`src/rtl/vc_writeback_buffer_pkg.sv`:
```
// lc3b_types: shared lc3b line types and the writeback-buffer FSM states.
// Used by vc_writeback_buffer and vc_wb_cam.
package lc3b_types;

  typedef logic [127:0] lc3b_line;
  typedef logic [11:0]  lc3b_line_addr;

  typedef enum logic {
    VC_WB_IDLE,
    VC_WB_WRITE
  } vc_wb_state_t;

endpackage

```
`src/rtl/vc_wb_cam.sv`:
```
// Address match over the writeback FIFO entries. It returns any hit, the newest matching slot,
// and whether some entry other than the head matches.
module vc_wb_cam
  import lc3b_types::*;
#(
  parameter int DEPTH = 4
) (
  input  logic [DEPTH-1:0]         valid,
  input  lc3b_line_addr            addr [DEPTH],
  input  logic [$clog2(DEPTH)-1:0] head,
  input  logic [$clog2(DEPTH)-1:0] tail,
  input  lc3b_line_addr            key,
  output logic                     hit,
  output logic [$clog2(DEPTH)-1:0] hit_idx,
  output logic                     hit_excl_head
);

  localparam int PW = $clog2(DEPTH);

  logic [PW-1:0] slot;

  // Walk the entries from oldest to newest so that the last match seen is the newest.
  // Every non-head entry is newer than the head, so an excluded-head hit also leaves hit_idx off the head.
  always_comb begin
    hit           = 1'b0;
    hit_idx       = '0;
    hit_excl_head = 1'b0;
    slot          = '0;
    for (int k = DEPTH; k >= 1; k--) begin
      slot = tail - PW'(k);
      if (valid[slot] && (addr[slot] == key)) begin
        hit     = 1'b1;
        hit_idx = slot;
        if (slot != head) begin
          hit_excl_head = 1'b1;
        end
      end
    end
  end

endmodule

```
`src/rtl/vc_writeback_buffer.sv`:
```
// Victim-cache writeback buffer. It queues dirty lines and drains them one at a time over the pmem write handshake.
// Define VC_WB_FWD_EN to build the lookup/forwarding port; otherwise lookup_hit and lookup_data are tied to 0.
module vc_writeback_buffer
  import lc3b_types::*;
#(
  parameter int DEPTH = 4
) (
  input  logic                       clk,
  input  logic                       rst_n,
  input  logic                       wb_req,
  input  lc3b_line_addr              wb_address,
  input  lc3b_line                   wb_data,
  output logic                       wb_ready,
  input  lc3b_line_addr              lookup_address,
  output logic                       lookup_hit,
  output lc3b_line                   lookup_data,
  output logic                       pmem_write,
  output logic [15:0]                pmem_address,
  output lc3b_line                   pmem_wdata,
  input  logic                       pmem_resp,
  output logic                       wb_empty,
  output logic [$clog2(DEPTH+1)-1:0] count
);

  localparam int PW = $clog2(DEPTH);
  localparam int CW = $clog2(DEPTH+1);

  vc_wb_state_t  state, state_next;
  logic [PW-1:0] head, tail;
  logic [CW-1:0] count_q;
  logic [DEPTH-1:0] valid;
  lc3b_line_addr addr_mem [DEPTH];
  lc3b_line      data_mem [DEPTH];

  logic          coal_hit_unused;
  logic          coal_match;
  logic [PW-1:0] coal_idx;
  logic          push, push_new, pop;

  // The head is never a coalescing target: once it is at the front it may be on the bus.
  vc_wb_cam #(.DEPTH(DEPTH)) u_coal_cam (
    .valid         (valid),
    .addr          (addr_mem),
    .head          (head),
    .tail          (tail),
    .key           (wb_address),
    .hit           (coal_hit_unused),
    .hit_idx       (coal_idx),
    .hit_excl_head (coal_match)
  );

  assign wb_ready = (count_q < CW'(DEPTH)) | coal_match;
  assign push     = wb_req & wb_ready;
  assign push_new = push & ~coal_match;
  assign pop      = (state == VC_WB_WRITE) & pmem_resp;

  always_comb begin
    state_next = state;
    pmem_write = 1'b0;
    case (state)
      VC_WB_IDLE: begin
        if (count_q != '0) begin
          state_next = VC_WB_WRITE;
        end
      end
      VC_WB_WRITE: begin
        pmem_write = 1'b1;
        if (pmem_resp) begin
          state_next = VC_WB_IDLE;
        end
      end
      default: state_next = VC_WB_IDLE;
    endcase
  end

  always_ff @(posedge clk or negedge rst_n) begin
    if (!rst_n) begin
      state   <= VC_WB_IDLE;
      head    <= '0;
      tail    <= '0;
      count_q <= '0;
      valid   <= '0;
    end else begin
      state <= state_next;
      if (push_new) begin
        valid[tail] <= 1'b1;
        tail        <= tail + PW'(1);
      end
      if (pop) begin
        valid[head] <= 1'b0;
        head        <= head + PW'(1);
      end
      case ({push_new, pop})
        2'b10:   count_q <= count_q + CW'(1);
        2'b01:   count_q <= count_q - CW'(1);
        default: count_q <= count_q;
      endcase
    end
  end

  // Line storage carries no reset; the valid bits alone decide what is live.
  always_ff @(posedge clk) begin
    if (push_new) begin
      addr_mem[tail] <= wb_address;
      data_mem[tail] <= wb_data;
    end else if (push) begin
      data_mem[coal_idx] <= wb_data;
    end
  end

  assign pmem_address = {addr_mem[head], 4'b0000};
  assign pmem_wdata   = data_mem[head];
  assign wb_empty     = (count_q == '0) && (state == VC_WB_IDLE);
  assign count        = count_q;

`ifdef VC_WB_FWD_EN
  logic          lk_hit;
  logic          lk_excl_unused;
  logic [PW-1:0] lk_idx;

  vc_wb_cam #(.DEPTH(DEPTH)) u_lookup_cam (
    .valid         (valid),
    .addr          (addr_mem),
    .head          (head),
    .tail          (tail),
    .key           (lookup_address),
    .hit           (lk_hit),
    .hit_idx       (lk_idx),
    .hit_excl_head (lk_excl_unused)
  );

  assign lookup_hit  = lk_hit;
  assign lookup_data = lk_hit ? data_mem[lk_idx] : '0;
`else
  lc3b_line_addr lookup_address_unused;

  assign lookup_address_unused = lookup_address;
  assign lookup_hit            = 1'b0;
  assign lookup_data           = '0;
`endif

endmodule
```
`config.mk`:
```
export PLATFORM = sky130hd
export DESIGN_NAME = vc_writeback_buffer
export DESIGN_NICKNAME = d
export VERILOG_FILES = /design/src/rtl/vc_writeback_buffer_pkg.sv /design/src/rtl/vc_wb_cam.sv /design/src/rtl/vc_writeback_buffer.sv
export SDC_FILE = /design/constraint.sdc
export NUM_CORES = 1
export LEC_CHECK = 0
export ABC_CLOCK_PERIOD_IN_PS = 12500
export CAP_MARGIN = 15
export CORE_MARGIN = 2
export CORE_UTILIZATION = 45
export DETAILED_ROUTE_END_ITERATION = 8
export DONT_BUFFER_PORTS = 1
export PLACE_DENSITY_LB_ADDON = 0.05
export SETUP_SLACK_MARGIN = 0.15
export SLEW_MARGIN = 20
export SYNTH_ARGS = -nofsm -noshare
export SYNTH_HDL_FRONTEND = slang
export SYNTH_SLANG_ARGS = --single-unit
```
`constraint.sdc`:
```
create_clock -name clk -period 12.5 [get_ports clk]
set_input_delay 2.5 -clock clk [delete_from_list [all_inputs] [get_ports clk]]
set_output_delay 2.5 -clock clk [all_outputs]
set_load 0.02 [all_outputs]
```
==> results of run 1 <==
[cells in the final DEF (no fill, tap or decap), types with 7 or more instances in the layout]
cell type | Yosys | final
edfxtp_1 | 560 | 560
mux4_2 | 163 | 163
conb_1 | 1 | 133
xnor2_1 | 61 | 61
clkbuf_16 | 0 | 60
mux2i_1 | 41 | 41
clkbuf_1 | 26 | 21
nand2_1 | 15 | 15
xor2_1 | 13 | 13
clkinv_1 | 0 | 12
buf_4 | 135 | 12
nor2_1 | 10 | 10
ha_1 | 9 | 8
dfrtp_1 | 12 | 8
mux4_1 | 7 | 7
inv_1 | 7 | 7
o21ai_0 | 7 | 7
[critical path, cell delays in order, from the launching register on]
cell,delay (ns)
dfrtp_2,0.34
buf_4,0.57
inv_2,0.32
ha_2,0.86
buf_4,0.47
mux4_2,0.56
xor2_1,0.17
nor2_1,0.17
o2111ai_1,0.19
nor4_1,0.60
a22oi_1,0.28
and2_4,0.24
nand2_1,0.23
[synth_stat cells, drive strengths merged, types with 5 or more instances]
| cell type | instances |
|---|---|
| edfxtp | 560 |
| buf | 167 |
| nand2 | 16 |
| nor4 | 8 |
| xnor2 | 61 |
| dfrtp | 12 |
| clkbuf | 26 |
| and3 | 5 |
| xor2 | 13 |
| mux2i | 41 |
| ha | 9 |
| mux4 | 170 |
| nor3 | 8 |
| inv | 8 |
| o21ai | 9 |
| nand4 | 6 |
| nor2 | 10 |
[cells by family after synthesis]
logic type,Yosys count
fa+ha+maj,10
compound gates,38
xor+xnor,74
other cells,1
simple gates,70
buf+inv,201
flops,572
mux,215
[final cells by class]
type,instances,area (sq um)
Clock inverter,27,324
Fill cell,4361,27200
Timing Repair Buffer,14,130
Sequential cell,572,17100
Inverter,8,30.0
Clock buffer,82,1590
Multi-Input combinational cell,540,6370
Tap cell,696,871
[worst min path at each step]
stage,end,slack (ns),start,depth (start not counted)
2_1_floorplan,valid[3],0.56,valid[3],1
3_3_place_gp,valid[1],0.60,valid[1],1
3_5_place_dp,valid[1],0.61,valid[1],1
4_1_cts,valid[1],0.62,valid[1],1
5_1_grt,valid[1],0.65,valid[1],1
6_report,valid[1],0.61,valid[1],1
[metal layers]
metal  share of wire (%)  up-vias  track usage, %  wire length, microns
met5                   0        -               0                     0
met4                 2.1        0            5.27                  1090
met3                 9.0       67            7.09                  4550
met2                  50      330            29.5                 25300
met1                  39     5643            22.8                 19900
li1                    -     4571               -                     -
[registers in the layout, summed over array words and instances (netlist names)]
signal    flops
head          2
addr_mem     48
valid         4
data_mem    512
count         3
tail          2
state         1
[power by group]
group	total (mW)	switching (mW)	internal (mW)
clock network	1.73	0.718	1.01
logic	2.21	1.38	0.836
registers	2.58	0.160	2.42
total	6.53	2.25	4.27
[metrics by stage]
stage	hold slack (ns)	std cells	utilization [%]	total power, mW
floorplan	0.557	1313	-	4.44
global placement	0.605	1830	45.8	4.90
detailed placement	0.606	1830	45.8	4.89
CTS	0.616	1939	49.3	6.65
global route	0.646	1939	49.3	6.84
finish	0.610	1939	49.3	6.53
==> key figures, run 1 <==
Worst setup path
  • Reg-to-Reg End: data_mem[3][19]
  • Crit Path Class: flip-flop to primary output
  • R2R Path Start: tail[0]
  • Setup crit end kind: primary output
  • Setup crit end: wb_ready
  • Crit Path Max Fanout: 46
  • Crit path required time: ~10 ns
  • R2r setup slk: 5.32 ns
  • Crit start category: flip-flop
  • Critical path data arrival time: roughly 5.6 ns
  • Crit. Startpoint: tail[0]
  • Worst r2r path cells: 14

STA
  • Final Hold Vio Count: 0
  • Final worst setup slack: 4.36 ns
  • Endpoints failing setup: 0
  • Setup TNS: 0 ns
  • Slew margin rel.: about 30%
  • Fin crit share: 65.1%
  • FMAX: between 100 and 150 MHz
  • Clock skew: 0.0390 ns
  • Worst Max-Slew Pin Slew: 1.05 ns
  • Final Critical Period: 8.14 ns
  • RSZ-0062 raised after global routing: no
  • Slew Limit Fails: 0

Cells and area
  • Ant diodes: 0
  • # nets final: about 1400
  • Area growth, synth to finish: 8.94%
  • Share of post-route cells with drive strength above 1: 22.7%
  • Final instance area: about 26000 sq um

CTS
  • Hold_buf cts: 0
  • Htree depth: 2
  • CTS-repair resized insts: 0
  • Worst-skew pair later-pin latency: around 0.63 ns
  • Worst-path clk slew: about 0.060 ns
  • Clock buffer count from CTS: 60
  • CTS tree: done
  • CTS Buffer Depth: 3
  • Root buffer cell: clkbuf_16
  • TritonCTS Sinks: ~570
  • Setup repair bufs after CTS: 0

Floorplan
  • Ports: 435
  • Site Rows: 85
  • Starting density of the core: 45.3%
  • Die ar.: 55800 sq um
  • Die height: between 200 and 250 microns
  • Core region area: roughly 54000 sq um
  • Die Wd: 236 microns

Synth
  • Compound-Gate Fraction of Synth Area: 1.22%
  • Sequential share of the synthesized area: between 70 and 80%
  • Syn Inst Count: 1181
  • Area leader, netlist: edfxtp_1
  • Synthesized-area fraction occupied by adder cells: less than 1%
  • Multiplexer share of the synthesized area: 17.8%
  • Ranking of synthesized cells by area: edfxtp_1 (69%), mux4_2 (15%), buf_4 (4.2%)
  • Post-Synth XOR/XNOR Area: 2.67%
  • Yosys top cell area share: slightly below 70%
  • Synthesized flop and latch total: about 570
  • Synthesized area: about 24000 sq um
  • Async SR Flop Fraction: between 2 and 2.5%
  • Post-synth EDFFs: between 500 and 600
  • Post-Synth Simple-Gate Area: about 1.9%
  • Largest family of logic cells by synthesized area: multiplexers
  • Mean post-synth cell area: between 20 and 25 sq um
  • Yosys cell types: between 60 and 70
  • Ys flop type: edfxtp_1
  • Synth Warn #: 0

Global routing
  • Total grt overflow: 0
  • GRT Total Usage: approximately 18%
  • First-pass GRT wire length: around 75000 microns
  • Pin count of the biggest net entering global routing: 129
  • Initial antenna violation count: 0
  • Vias in the first global route: ~11000

Detailed routing
  • Initial drt markers: 771
  • TritonRoute pass-1 iters: 7
  • Via density: about 5.5
  • Routed WL: about 51000 microns
  • # DRC: 0
  • Antenna-violating nets left: 0
  • Via count: ~11000
  • WL/cell: ~26 microns

Placed design
  • Post-DP HPWL: about 30000 microns
  • Pre-CTS setup slack: 4.92 ns
  • Placed Area: roughly 25000 sq um
  • Placer Congestion: about 0.78
  • Number of buffers added on ports: 0

Run
  • Max-cap viol count: 0

Power
  • Max VDD drop: between 0.0001 and 0.00015 V
  • Cell Pwr Density: roughly 250 nW/um^2
  • Static Leak: 8.51 nW

Hold path
  • Worst hold path class: flip-flop to flip-flop

Outcome
  • Outcome: finished clean
(Power assumes the default switching activity.)
==> run 2, diff against run 1 <==
--- a/config.mk
+++ b/config.mk
@@ -5,7 +5,7 @@
 export SDC_FILE = /design/constraint.sdc
 export NUM_CORES = 1
 export LEC_CHECK = 0
-export ABC_CLOCK_PERIOD_IN_PS = 12500
+export ABC_CLOCK_PERIOD_IN_PS = 7500
 export CAP_MARGIN = 15
 export CORE_MARGIN = 2
 export CORE_UTILIZATION = 45
==> constraint.sdc (replaced) <==
create_clock -name clk -period 7.5 [get_ports clk]
set_input_delay 1.5 -clock clk [delete_from_list [all_inputs] [get_ports clk]]
set_output_delay 1.5 -clock clk [all_outputs]
set_load 0.02 [all_outputs]
==> key figures, run 2 (synthesized netlist as in run 1, its figures left out) <==
Power
  • Max VDD drop: 0.000324 V
  • Static Leak: around 8.5 nW
  • Cell Pwr Density: around 400 nW/um^2

CTS
  • CTS Buffer Depth: 3
  • CTS tree: done
  • Hold_buf cts: 0
  • Root buffer cell: clkbuf_16
  • Htree depth: 2
  • Worst-path clk slew: roughly 0.060 ns
  • Clock buffer count from CTS: a little under 60
  • Setup repair bufs after CTS: 0
  • TritonCTS Sinks: roughly 570
  • CTS-repair resized insts: 0
  • Worst-skew pair later-pin latency: 0.61 ns

Global routing
  • Vias in the first global route: about 11000
  • First-pass GRT wire length: 74400 microns
  • Initial antenna violation count: 0
  • Total grt overflow: 0
  • GRT Total Usage: between 10% and 20%
  • Pin count of the biggest net entering global routing: ~130

STA
  • Final Hold Vio Count: 0
  • Clock skew: 0.0165 ns
  • Final Critical Period: roughly 5.7 ns
  • Worst Max-Slew Pin Slew: between 1 and 1.5 ns
  • RSZ-0062 raised after global routing: no
  • Slew margin rel.: a little under a third
  • Endpoints failing setup: 0
  • FMAX: ~180 MHz
  • Slew Limit Fails: 0
  • Fin crit share: approximately three quarters

Cells and area
  • Leading cell type in the layout, fill and taps excluded: edfxtp_1
  • Ant diodes: 0
  • Non-filler cells, final: 1942
  • Max reg flops: 512
  • Largest register by flop count: data_mem
  • # nets final: 1364
  • Final instance area: approximately 26000 sq um
  • Most frequent cells in the layout: edfxtp_1 (560), mux4_2 (163), conb_1 (133), clkbuf_16 (61), xnor2_1 (59)
  • Share of post-route cells with drive strength above 1: a little under a quarter
  • FILL cells: roughly 4400
  • Top flop regs: data_mem x512, addr_mem x48, valid x4
  • Area growth, synth to finish: 9.08%

Placed design
  • Placed cells: 1833
  • Placer Congestion: 0.767
  • Number of buffers added on ports: 0
  • Placed Area: about 25000 sq um
  • Post-DP HPWL: around 31000 microns

Detailed routing
  • Initial drt markers: 594
  • Via count: between 10000 and 15000
  • Via density: 5.44
  • # DRC: 0
  • TritonRoute pass-1 iters: 7
  • WL/cell: roughly 26 microns
  • Routed WL: slightly above 50000 microns
  • Antenna-violating nets left: 0

Floorplan
  • Ports: about 440
  • Die Wd: between 200 and 250 microns
  • Core region area: 53600 sq um
  • Starting density of the core: about 45%
  • Site Rows: 85
  • Die height: about 240 microns
  • Die ar.: between 50000 and 60000 sq um

Worst setup path
  • Crit path largest cell delay: 0.69 ns
  • Worst-path cell chain: inv_1, ha_4, buf_4, mux2i_1, xnor2_1, o21ai_0, nand4_1, nor4_2, a22oi_1, and2_4, nand2_1
  • Crit path max-delay family: simple AND/OR/NAND/NOR gates
  • Critical path data arrival time: 4.17 ns
  • Crit path required time: 6.00 ns
  • Slowest CP cell: ha_4
  • WP buf/inv: 2
  • R2r setup slk: 2.46 ns
  • R2R Path Start: tail[1]
  • Reg-to-Reg End: data_mem[0][112]
  • Crit Path Class: flip-flop to primary output
  • Crit start category: flip-flop
  • Worst r2r path cells: 13
  • Crit Path Max Fanout: 35
  • Setup crit end kind: primary output

Hold path
  • Worst hold path class: primary input to asynchronous set/reset pin

Run
  • Max-cap viol count: 0

Outcome
  • Outcome: finished clean
run 2: per-layer routing:
metal,track usage (%),up-vias,routed length (microns)
met2,29.2,318,25100
met4,4.99,0,1110
met1,22.7,5578,19800
met5,0,-,0
met3,7.28,69,4560
li1,-,4596,-
run 2: area by class of cell:
| type | count | area (sq um) | share of cell area (%) |
|---|---|---|---|
| Sequential cell | 572 | 17100 | 64.7 |
| Clock buffer | 75 | 1580 | 5.96 |
| Inverter | 8 | 35.0 | 0.132 |
| Tap cell | 696 | 871 | 3.29 |
| Clock inverter | 34 | 235 | 0.888 |
| Multi-Input combinational cell | 540 | 6420 | 24.2 |
| Timing Repair Buffer | 17 | 215 | 0.813 |
run 2: per-stage QoR:
step	hold WS, ns	setup WS (ns)	utilization, %	TNS [ns]	total power, mW
6_report	0.590	1.83	49.4	0	10.8
4_1_cts	0.540	1.78	49.4	0	11.0
3_3_place_gp	0.604	2.44	46.0	0	8.21
2_1_floorplan	0.557	-0.240	-	-30.72	7.44
5_1_grt	0.543	1.63	49.4	0	11.3
3_5_place_dp	0.601	2.43	46.0	0	8.20
run 2: power breakdown:
part / internal (mW) / leakage, nW / switching [mW]
sequential: 4.04 / 5.23 / 0.252
clock: 1.55 / 0.889 / 1.17
combinational: 1.43 / 2.40 / 2.33
total: 7.02 / 8.52 / 3.76
run 2: worst max-delay path by stage:
stage,start,cells past startpoint,slack [ns],endpoint
6_report,tail[1],11,1.83,wb_ready
2_1_floorplan,tail[0],18,-0.24,data_mem[1][0]
5_1_grt,tail[1],11,1.63,wb_ready
3_3_place_gp,tail[1],13,2.44,data_mem[0][104]
4_1_cts,tail[1],10,1.78,wb_ready
3_5_place_dp,wb_address[1],7,2.43,wb_ready
==> run 3, diff against run 2 <==
--- a/config.mk
+++ b/config.mk
@@ -5,7 +5,7 @@
 export SDC_FILE = /design/constraint.sdc
 export NUM_CORES = 1
 export LEC_CHECK = 0
-export ABC_CLOCK_PERIOD_IN_PS = 7500
+export ABC_CLOCK_PERIOD_IN_PS = 5600
 export CAP_MARGIN = 15
 export CORE_MARGIN = 2
 export CORE_UTILIZATION = 45
==> constraint.sdc (replaced) <==
create_clock -name clk -period 5.6 [get_ports clk]
set_input_delay 1.12 -clock clk [delete_from_list [all_inputs] [get_ports clk]]
set_output_delay 1.12 -clock clk [all_outputs]
set_load 0.02 [all_outputs]
==> key figures, run 3 (synthesized netlist as in run 1, its figures left out) <==
Outcome
  • Outcome: finished clean

Cells and area
  • Most frequent cells in the layout: edfxtp_1 (560), mux4_2 (163), conb_1 (133), xnor2_1 (61), clkbuf_16 (61)
  • # nets final: between 1000 and 1500
  • Non-filler cells, final: 1958
  • Top flop regs: data_mem x512, addr_mem x48, valid x4
  • Largest register by flop count: data_mem
  • Area growth, synth to finish: 10.2%
  • Final instance area: 26700 sq um
  • Leading cell type in the layout, fill and taps excluded: edfxtp_1
  • Share of post-route cells with drive strength above 1: 24.2%
  • FILL cells: roughly 4300
  • Ant diodes: 0
  • Max reg flops: about 510

STA
  • Slew Limit Fails: 0
  • Worst Max-Slew Pin Slew: roughly 1.1 ns
  • Final Hold Vio Count: 0
  • Setup TNS: 0 ns
  • Final worst setup slack: ~0.5 ns
  • Fin crit share: approximately nine tenths
  • Slew margin rel.: around a quarter
  • FMAX: 196 MHz
  • Endpoints failing setup: 0
  • Final Critical Period: around 5.1 ns
  • RSZ-0062 raised after global routing: no
  • Clock skew: around 0.012 ns

Global routing
  • First-pass GRT wire length: 74900 microns
  • Pin count of the biggest net entering global routing: between 100 and 150
  • Total grt overflow: 0
  • Vias in the first global route: around 11000
  • Initial antenna violation count: 0
  • GRT Total Usage: between 10% and 20%

Power
  • Clock group share of total power: 26.4%
  • Cell Pwr Density: 551 nW/um^2
  • Switch Pwr: 5.03 mW
  • Gate power share: between 30% and 40%
  • Static Leak: between 8 and 9 nW
  • Sw frac: between 30% and 40%
  • Seq pwr share: roughly two fifths
  • Total power: approximately 15 mW
  • Max VDD drop: slightly above 0.0003 V
  • Design internal power: just under 10 mW

Floorplan
  • Site Rows: 85
  • Die ar.: roughly 56000 sq um
  • Die Wd: around 240 microns
  • Starting density of the core: a little under half
  • Die height: ~240 microns
  • Ports: between 400 and 500
  • Core region area: between 50000 and 60000 sq um

CTS
  • CTS tree: done
  • Clock buffer count from CTS: 60
  • CTS-repair resized insts: 0
  • Worst-path clk slew: roughly 0.06 ns
  • TritonCTS Sinks: 572
  • Htree depth: 2
  • Worst-skew pair later-pin latency: about 0.60 ns
  • CTS Buffer Depth: 3
  • Root buffer cell: clkbuf_16
  • Hold_buf cts: 0
  • Setup repair bufs after CTS: 0

Worst setup path
  • Crit. Startpoint: tail[1]
  • Setup crit end: wb_ready
  • Crit Path Max Fanout: 26
  • R2r setup slk: a little under 1 ns
  • Worst r2r path cells: 13
  • Crit start category: flip-flop
  • Reg-to-Reg End: data_mem[0][105]
  • R2R Path Start: tail[1]
  • Crit Path Class: flip-flop to primary output
  • Critical path data arrival time: 3.99 ns
  • Crit path required time: between 4 and 5 ns
  • Setup crit end kind: primary output

Detailed routing
  • Via density: 5.42
  • Antenna-violating nets left: 0
  • TritonRoute pass-1 iters: 6
  • Routed WL: 50600 microns
  • WL/cell: about 26 microns
  • # DRC: 0
  • Via count: roughly 11000
  • Initial drt markers: roughly 730

Hold path
  • Worst hold path class: primary input to asynchronous set/reset pin

Placed design
  • Placed cells: 1845
  • Post-DP HPWL: 31600 microns
  • Placer Congestion: roughly 0.83
  • Placed Area: approximately 25000 sq um
  • Pre-CTS setup slack: 0.976 ns
  • Number of buffers added on ports: 0

Run
  • Max-cap viol count: 0
[run 3: changes by cell type in the layout (fill, tap and decap cells not counted), sizes merged]
cell      previous run  this run
clkinvlp             3         1
clkinv              27        21
buf                 17        30
clkbuf              75        79
bufinv               2         7
inv                 10        12
[run 3: power groups by stage]
stage,clock network (mW),registers [mW],logic (mW)
floorplan,0,5.67,4.26
global placement,0,5.78,5.27
detailed placement,0,5.80,5.25
CTS,4.02,5.71,5.26
global route,4.18,5.76,5.49
finish,3.89,5.70,5.14
[run 3: how the worst min path moves through the flow]
stage,startpoint,to,cells past startpoint
2_1_floorplan,valid[3],valid[3],1
3_3_place_gp,valid[3],valid[3],1
3_5_place_dp,valid[3],valid[3],1
4_1_cts,rst_n,valid[2],0
5_1_grt,rst_n,valid[0],0
6_report,rst_n,valid[2],0
[run 3: worst max-delay path, cell delays in order, from the launching register on]
cell and delay, ns:
dfrtp_2 0.36, inv_1 0.12, ha_4 0.59, buf_4 0.26, mux2i_1 0.24, xnor2_1 0.10
o21ai_0 0.31, o21ai_0 0.18, nor4_2 0.50, a22oi_1 0.26, and2_4 0.24, nand2_1 0.23
[run 3: metal layers]
| layer | share of wire (%) | up-vias | global-route usage (%) | wire length (microns) |
|---|---|---|---|---|
| met1 | 39 | 5624 | 22.4 | 19700 |
| met3 | 8.5 | 82 | 7.09 | 4280 |
| met4 | 2.4 | 0 | 5.33 | 1230 |
| met5 | 0 | - | 0 | 0 |
| met2 | 50 | 311 | 29.9 | 25400 |
| li1 | - | 4603 | - | - |
[run 3: stage by stage]
| step | hold slack, ns | utilization (%) |
|---|---|---|
| 2_1_floorplan | 0.557 | - |
| 3_3_place_gp | 0.601 | 46.2 |
| 6_report | 0.213 | 49.9 |
| 4_1_cts | 0.167 | 49.9 |
| 5_1_grt | 0.170 | 49.9 |
| 3_5_place_dp | 0.608 | 46.2 |
[run 3: cell type report]
class                           count  area [sq um]  share of cell area [%]
Sequential cell                   572         17100                    64.0
Multi-Input combinational cell    540          6380                    23.9
Clock buffer                       79          1590                    5.96
Tap cell                          696           871                    3.26
Timing Repair Buffer               30           395                    1.48
Clock inverter                     33           344                    1.29
Inverter                            8          35.0                   0.131
